### src/rtl/instr_register_sched.sv
// instr_register_sched: round-robin write arbiter and FIFO read sequencer for the instruction register.
// Zero-fills every entry after reset or flush before any traffic is accepted.
module instr_register_sched #(
    parameter int NUM_REQ = 4,
    parameter int DEPTH   = 32,
    parameter int PTR_W   = $clog2(DEPTH),
    parameter int OP_W    = 32
) (
    input  logic                       clk,
    input  logic                       reset,
    input  logic                       flush,
    input  logic [NUM_REQ-1:0]         req_valid,
    output logic [NUM_REQ-1:0]         req_ready,
    input  logic [NUM_REQ*4-1:0]       req_opcode,
    input  logic [NUM_REQ*OP_W-1:0]    req_operand_a,
    input  logic [NUM_REQ*OP_W-1:0]    req_operand_b,
    output logic                       ir_load_en,
    output logic [PTR_W-1:0]           ir_write_pointer,
    output logic [3:0]                 ir_opcode,
    output logic [OP_W-1:0]            ir_operand_a,
    output logic [OP_W-1:0]            ir_operand_b,
    output logic [PTR_W-1:0]           ir_read_pointer,
    output logic                       ex_valid,
    input  logic                       ex_ready,
    output logic [$clog2(NUM_REQ)-1:0] grant_id,
    output logic [PTR_W:0]             count,
    output logic                       full,
    output logic                       empty,
    output logic                       init_done
);
    localparam int GW = $clog2(NUM_REQ);
    localparam logic [0:0] INIT = 1'b0;
    localparam logic [0:0] RUN  = 1'b1;
    localparam logic [PTR_W:0] FULL_C = (PTR_W+1)'(DEPTH);

    logic [0:0]      state_q, state_d;
    logic [PTR_W-1:0] k_q, k_d, wr_q, wr_d, rd_q, rd_d, wp_q, wp_d;
    logic [GW-1:0]   rr_q, rr_d, gid_q, gid_d, gnt_idx;
    logic [PTR_W:0]  count_q, count_d, commit_q, commit_d;
    logic            load_q, load_d;
    logic [3:0]      op_q, op_d;
    logic [OP_W-1:0] a_q, a_d, b_q, b_d;
    logic            run, in_init, found, xfer, pop;

    assign run       = state_q == RUN;
    assign in_init   = !run && !reset;
    assign full      = count_q == FULL_C;
    assign empty     = count_q == '0;
    assign init_done = run;
    assign ex_valid  = run && commit_q != '0;
    assign pop       = ex_valid && ex_ready;
    // a flush/reset cycle must not handshake, since the grant would be discarded
    assign xfer      = run && !flush && !reset && !full && found;
    assign req_ready = xfer ? NUM_REQ'(1) << gnt_idx : '0;

    assign ir_load_en       = in_init || load_q;
    assign ir_write_pointer = in_init ? k_q : wp_q;
    assign ir_opcode        = op_q;
    assign ir_operand_a     = a_q;
    assign ir_operand_b     = b_q;
    assign ir_read_pointer  = rd_q;
    assign grant_id         = gid_q;
    assign count            = count_q;

    // descending scan so the requester closest to the rr pointer wins
    always_comb begin
        found   = 1'b0;
        gnt_idx = '0;
        for (int j = NUM_REQ - 1; j >= 0; j--) begin
            if (req_valid[GW'((int'(rr_q) + j) % NUM_REQ)]) begin
                found   = 1'b1;
                gnt_idx = GW'((int'(rr_q) + j) % NUM_REQ);
            end
        end
    end

    always_comb begin
        state_d  = state_q;
        k_d      = k_q;
        rr_d     = rr_q;
        gid_d    = gid_q;
        wr_d     = wr_q;
        rd_d     = rd_q;
        wp_d     = wp_q;
        op_d     = op_q;
        a_d      = a_q;
        b_d      = b_q;
        load_d   = xfer;
        count_d  = count_q + (PTR_W+1)'(xfer) - (PTR_W+1)'(pop);
        commit_d = commit_q + (PTR_W+1)'(run && load_q) - (PTR_W+1)'(pop);
        if (!run) begin
            k_d     = k_q + 1'b1;
            state_d = k_q == PTR_W'(DEPTH - 1) ? RUN : INIT;
        end
        if (xfer) begin
            rr_d  = gnt_idx == GW'(NUM_REQ - 1) ? '0 : gnt_idx + 1'b1;
            gid_d = gnt_idx;
            wr_d  = wr_q + 1'b1;
            wp_d  = wr_q;
            op_d  = req_opcode[4*gnt_idx +: 4];
            a_d   = req_operand_a[OP_W*gnt_idx +: OP_W];
            b_d   = req_operand_b[OP_W*gnt_idx +: OP_W];
        end
        if (pop) rd_d = rd_q + 1'b1;
    end

    always_ff @(posedge clk) begin
        if (reset || flush) begin
            state_q  <= INIT;
            k_q      <= '0;
            rr_q     <= '0;
            gid_q    <= '0;
            wr_q     <= '0;
            rd_q     <= '0;
            wp_q     <= '0;
            op_q     <= '0;
            a_q      <= '0;
            b_q      <= '0;
            load_q   <= 1'b0;
            count_q  <= '0;
            commit_q <= '0;
        end else begin
            state_q  <= state_d;
            k_q      <= k_d;
            rr_q     <= rr_d;
            gid_q    <= gid_d;
            wr_q     <= wr_d;
            rd_q     <= rd_d;
            wp_q     <= wp_d;
            op_q     <= op_d;
            a_q      <= a_d;
            b_q      <= b_d;
            load_q   <= load_d;
            count_q  <= count_d;
            commit_q <= commit_d;
        end
    end
endmodule

### config.mk
export PLATFORM = sky130hd
export DESIGN_NAME = instr_register_sched
export DESIGN_NICKNAME = d
export VERILOG_FILES = /design/src/rtl/instr_register_sched.sv
export SDC_FILE = /design/constraint.sdc
export NUM_CORES = 1
export LEC_CHECK = 0
export BUFFER_PORTS_ARGS = -buffer_cell sky130_fd_sc_hd__buf_2
export CORE_UTILIZATION = 28
export CTS_CLUSTER_SIZE = 10
export DETAILED_ROUTE_END_ITERATION = 6
export GPL_TIMING_DRIVEN = 1
export PLACE_DENSITY_LB_ADDON = 0.08
export SYNTH_ARGS = -nofsm -noshare
export SYNTH_HDL_FRONTEND = slang
export SYNTH_SLANG_ARGS = --single-unit
### constraint.sdc
create_clock -name clk -period 6.5 [get_ports clk]
set_input_delay 0.325 -clock clk [delete_from_list [all_inputs] [get_ports clk]]
set_output_delay 0.325 -clock clk [all_outputs]
set_load 0.03 [all_outputs]
==> qor.yml, run 1 <==
use_met2_pct: 33.3
worst_setup_path_start_kind: "flip-flop"
grt_max_degree: 70
ctsRootBufferMaster: "clkbuf_16"
synth_edf_count: 0
die-area_um2: 22100
p_int_mw: 1.06
place_congestion: 0.768
route.detailed.drc: 0
grt_pass1_wl_um: 32700
routed_via_density: 4.85
drt-initial-drc-count: 218
critPathCaptureType: "output port"
cts_resized: 0
synthArstFlopShare_pct: 0
finalSetupViolCount: 0
synth-seq-cells: 106
cp_slowest_cell: "nor4_4"
r2r-start: "rr_q[0]$_SDFFE_PP0P_"
worstHoldStart: "req_opcode[2]"
p_per_area_nw_per_um2: 171
yosysMostFrequentCell: "mux2i_1"
vias: 6199
ios: 375
antenna_left: 0
grt_use_total_pct: 19.5
finalHoldViolCount: 0
relSlewSlack_pct: 15.0
dp_hpwl_um: 16400
fp-row-count: 53
cp_max_fo: 56
area_growth_pct: 39.6
criticalPathCategory: "flip-flop to output port"
worstPathCellList: "nor2b_1 > nor4_4 > nor2_1 > inv_6 > ha_1 > and2_1 > buf_2"
synthTopCellsByCount: "121 x mux2i_1, 106 x dfxtp_1, 81 x nand2_1"
power_frac_seq_pct: 45.2
cts_made_buffers: 9
synth_cells: 655
routed_wl_um: 22300
p_comb_share_pct: 14.7
rsz0062_at_grt: "false"
worst_slew_pin_slew_ns: 1.26
irDropWorstVdd_mv: 0.111
die_width_um: 149
fill_cells: 2188
status: "completed"
port_buffers: 374
drtPass1Iterations: 4
path_delay_family: "simple AND/OR/NAND/NOR gates"
insertion_delay_ns: 0.36
max_freq_mhz: 295
cts.sinks: 106
path_clk_slew_ns: 0.08
pwr-share-clk_pct: 40.1
ys_types: 48
synth_area_leaders: "dfxtp_1 35%, mux2i_1 20%, o221ai_1 8.6%, ha_1 5.2%, nand2_1 5.1%"
ys_dominant_reg_cell: "dfxtp_1"
worst-endpoint-required_ns: 6.17
p_sw_uw: 378
drive_gt1_share_pct: 41.6
grt_overflow_total: 0
fin_setup_tns_ns: 0
hold_buffers: 0
clk_path_buf_depth: 2
synth_top_cell_by_area: "dfxtp_1"
synth_warnings: 0
leakagePower_nw: 3.96
min_period_over_period_pct: 52.1
fin_crit_ns: 3.39
synth.top_cell.area_share_pct: 35.3
fin_ws_ns: 3.11
report.final.slew_viol_count: 0
hold_class: "primary input to flip-flop"
grt-busiest-layer: "met2"
layout.nets: 1306
h-tree-depth: 3
first_global_vias: 5800
met1_usage_pct: 24.3
cp_slowest_stage_delay_ns: 0.76
ys_seq_area_share_pct: 35.3
pre_cts_ws_ns: 2.97
cp.arrival_ns: 3.06
max-cap-violations: 0
die_h_um: 149
syn_nets: 962
cts_tree: "yes"
switching_share_pct: 26.2
wire_per_inst_um: 17.4
antenna_found_initial: 2
syn_avg_cell_area_um2: 9.18
syn_area_um2: 6010
post_cts_buffers: 0
met3_usage_pct: 4.51
critPathLaunch: "rr_q[0]$_SDFFE_PP0P_"
crit_buf_inv: 2
coreArea_um2: 21000
finalClockSkew_ns: 0.0116
start_util_pct: 28.6
==> cell usage in the layout (no fill, tap or decap), drive strengths merged, types with 2 or more instances in the layout <==
master and count:
and3 3, a21oi 22, nand2 81, a311oi 8, a31oi 2, clkbuf 9, xor2 10, nor2 41
dfxtp 106, nor2b 5, o21ai 19, a21o 3, and2 7, nand3 18, nor4 5, nor4bb 2
xnor2 7, nand4 5, mux2i 121, o21bai 3, clkinvlp 2, a31o 2, buf 382, or2 3
fa 2, o221ai 59, nor3 2, o21a 8, a211o 2, or3 2, inv 23, mux2 5
ha 25, a211oi 2
==> sequential cells by signal, indices dropped and copies added (netlist names) <==
register / count
ir_operand_a: 32
ir_operand_b: 32
commit_q: 6
count: 6
ir_read_pointer: 5
k_q: 5
wp_q: 5
wr_q: 5
ir_opcode: 4
grant_id: 2
rr_q: 2
init_done: 1
load_q: 1
==> final timing paths <==
path,end,slack [ns],depth (start not counted)
worst min register to register,wp_q[3]$_SDFFE_PP0P_,0.46,2
worst min-delay path,ir_opcode[2]$_SDFFE_PP0P_,0.27,3
worst max-delay path,req_ready[1],3.11,7
worst max register to register,ir_operand_a[28]$_SDFFE_PP0P_,3.12,7
==> metal layers <==
layer  part of all wire (%)  vias to the layer above
met5                      0                        -
met4                    1.3                        0
met3                    7.3                       21
met2                     48                      275
met1                     43                     2821
li1                       -                     3082
==> logic make-up (layout without fill, tap and decap cells) <==
| family | count (synthesis) | count (layout) | share of synthesized area [%] |
|---|---|---|---|
| mux | 126 | 126 | 21.1 |
| fa+ha+maj | 27 | 27 | 5.87 |
| other cells | 0 | 1 | 0 |
| compound gates | 133 | 133 | 16.4 |
| buf+inv | 69 | 417 | 4.91 |
| flops | 106 | 106 | 35.3 |
| simple gates | 177 | 177 | 14.0 |
| xor+xnor | 17 | 17 | 2.48 |
==> worst reg2reg max path, stage by stage, from the launching register on <==
cell and delay [ns]:
dfxtp_1 0.37, nor2b_1 0.10, nor4_4 0.76, nor2_1 0.29, inv_6 0.57, buf_4 0.68, mux2i_1 0.33, o221ai_1 0.14
==> area by class of cell <==
| cell class | count | area (µm²) | area share (%) |
|---|---|---|---|
| multi-input combinational | 480 | 3620 | 43.1 |
| sequential | 106 | 2120 | 25.3 |
| timing repair buffer | 382 | 1930 | 23.0 |
| tap | 275 | 344 | 4.10 |
| clock buffer | 9 | 225 | 2.68 |
| inverter | 20 | 80.1 | 0.954 |
| clock inverter | 6 | 71.3 | 0.850 |
| antenna | 1 | 2.50 | 0.0298 |
==> metrics by stage <==
stage	cells	utilization (%)	cell area (µm²)	power [mW]	hold slack, ns
after floorplan	655	-	6010	0.771	0.434
after global placement	1263	38.5	8100	0.880	0.443
after detailed placement	1263	38.5	8100	0.879	0.441
after CTS	1278	39.9	8390	1.47	0.256
after global routing	1278	39.9	8390	1.51	0.270
final	1279	39.9	8390	1.44	0.266
==> power groups by stage <==
stage | Clock (mW) | Combinational, mW | Sequential (mW)
after CTS | 0.603 | 0.214 | 0.650
after global placement | 0 | 0.215 | 0.665
after global routing | 0.627 | 0.232 | 0.650
final | 0.577 | 0.212 | 0.650
after floorplan | 0 | 0.106 | 0.665
after detailed placement | 0 | 0.213 | 0.665
Power figures use the tool's default switching activity.
==> inputs of run 2 (changes only) <==
==> constraint.sdc (replaced) <==
create_clock -name clk -period 3.4 [get_ports clk]
set_input_delay 0.17 -clock clk [delete_from_list [all_inputs] [get_ports clk]]
set_output_delay 0.17 -clock clk [all_outputs]
set_load 0.03 [all_outputs]
==> run 2 against run 1 <==
Effect of this change: register-to-register slack lost 2.4 ns; sequential share of layout area down 0.23 points; global-route usage is 0.18 points lower; first-iteration DRC count did not move; wire length shrank 0.43%; combinational power grew 97%; non-clock buffer count increased by 7; worst hold slack got worse by 0.15 ns; flip-flop and latch count unchanged; total power up 86%; largest power group unchanged.
==> qor.yml, run 2 (synthesized netlist as in run 1, its figures left out) <==
status: "completed"
p_sw_uw: 698
fin_crit_ns: 2.73
cts.sinks: 106
path_clk_slew_ns: 0.08
die-area_um2: 22100
area_growth_pct: 40.8
antenna_found_initial: 1
finalClockSkew_ns: 0.0113
criticalPathCategory: "flip-flop to flip-flop"
cp.arrival_ns: 2.95
grt_use_total_pct: 19.3
report.final.slew_viol_count: 0
drive_gt1_share_pct: 41.9
worst_slew_pin_slew_ns: 1.12
finalHoldViolCount: 0
grt_overflow_total: 0
min_period_over_period_pct: 80.2
vias: 6198
post_cts_buffers: 0
seq_area_um2: 2120
diodes: 0
insertion_delay_ns: 0.35
hold_class: "primary input to flip-flop"
p_int_mw: 1.98
ios: 375
fp-row-count: 53
clk_path_buf_depth: 2
critPathCaptureType: "flip-flop"
port_buffers: 374
r2r-start: "count[2]$_SDFF_PP0_"
relSlewSlack_pct: 25.0
p_comb_share_pct: 15.6
leakagePower_nw: 4.01
antenna_left: 0
worst-endpoint-required_ns: 3.63
pre_cts_ws_ns: 0.661
die_h_um: 149
grt_max_degree: 53
rsz0062_at_grt: "false"
cts_tree: "yes"
mostFrequentLayoutCells: "374 x buf_2, 121 x mux2i_1, 106 x dfxtp_1"
switching_share_pct: 26.1
route.detailed.drc: 0
drtPass1Iterations: 4
first_global_vias: 6062
wire_per_inst_um: 17.3
rrSetupSlack_ns: 0.67
h-tree-depth: 3
reg2reg_depth: 14
cts_resized: 0
fill_cells: 2164
critPathLaunch: "count[2]$_SDFF_PP0_"
mostFrequentLayoutCell: "buf_2"
timing.hold.ws_ns: 0.118
dp_hpwl_um: 17100
coreArea_um2: 21000
routed_wl_um: 22200
power_frac_seq_pct: 46.4
fin_setup_tns_ns: 0
cp_max_fo: 14
die_width_um: 149
critPathCapture: "count[4]$_SDFF_PP0_"
multi_input_area_um2: 3630
fin_ws_ns: 0.675
place_congestion: 0.804
max_freq_mhz: 367
worst_setup_path_start_kind: "flip-flop"
grt_pass1_wl_um: 32900
irDropWorstVdd_mv: 0.189
ctsRootBufferMaster: "clkbuf_16"
hold_buffers: 0
p_per_area_nw_per_um2: 316
cts_made_buffers: 9
pwr-share-clk_pct: 38.0
layout.nets: 1313
start_util_pct: 28.6
finalSetupViolCount: 0
routed_via_density: 4.83
max-cap-violations: 0
drt-initial-drc-count: 218
r2r_end: "count[4]$_SDFF_PP0_"
-- run 2: changes by cell type in the layout (fill, tap and decap cells not counted), sizes merged --
cell,before,now
inv,23,22
bufinv,1,0
buf,382,389
clkinvlp,2,0
diode,1,0
clkbuf,9,10
clkinv,0,2
-- run 2: routing by layer --
metal  vias to the layer above  routed length, µm  track usage, %
met1                      2808               9260            23.3
li1                       3096                  -               -
met2                       269              11100            34.2
met3                        25               1530            4.23
met5                         -                  0               0
met4                         0                298            5.05
-- run 2: layout make-up --
type                       instances  area share [%]
inverter                          20           0.945
multi-input combinational        480            42.8
clock buffer                      10            2.82
sequential                       106            25.1
clock inverter                     4           0.443
timing repair buffer             389            23.9
tap                              275            4.06
-- run 2: stage by stage --
step	power [mW]	util, %	std cells	cell area [µm²]
after global routing	2.79	40.3	1284	8470
after global placement	1.70	39.0	1270	8190
final	2.68	40.3	1284	8470
after CTS	2.72	40.3	1284	8470
after detailed placement	1.69	39.0	1270	8190
after floorplan	1.47	-	655	6020
-- run 2: worst min path at each step --
stage | from | cells after the start | endpoint | slack (ns)
finish | req_operand_a[6] | 3 | ir_operand_a[6]$_SDFFE_PP0P_ | 0.12
global route | req_operand_a[4] | 3 | ir_operand_a[4]$_SDFFE_PP0P_ | 0.13
CTS | req_operand_a[6] | 3 | ir_operand_a[6]$_SDFFE_PP0P_ | 0.10
detailed placement | ir_operand_a[5]$_SDFFE_PP0P_ | 2 | ir_operand_a[5]$_SDFFE_PP0P_ | 0.44
global placement | ir_operand_b[25]$_SDFFE_PP0P_ | 2 | ir_operand_b[25]$_SDFFE_PP0P_ | 0.44
floorplan | req_opcode[2] | 2 | ir_opcode[2]$_SDFFE_PP0P_ | 0.37
-- run 2: worst max-delay path: stages (launching register included) --
cell	delay, ns
dfxtp_1	0.36
inv_1	0.07
ha_1	0.20
nor4bb_4	0.18
nor3_4	0.21
inv_2	0.14
ha_1	0.30
inv_1	0.04
ha_1	0.20
fa_1	0.41
a21oi_1	0.14
nor2_1	0.05
nor2_1	0.11
xor2_1	0.15
nor2_1	0.05
-- run 2: power by group through the flow --
stage	Clock, mW	Sequential (mW)	Combinational, mW
6_report	1.02	1.24	0.418
5_1_grt	1.09	1.24	0.457
4_1_cts	1.06	1.24	0.423
3_5_place_dp	0	1.27	0.422
3_3_place_gp	0	1.27	0.425
2_1_floorplan	0	1.27	0.203
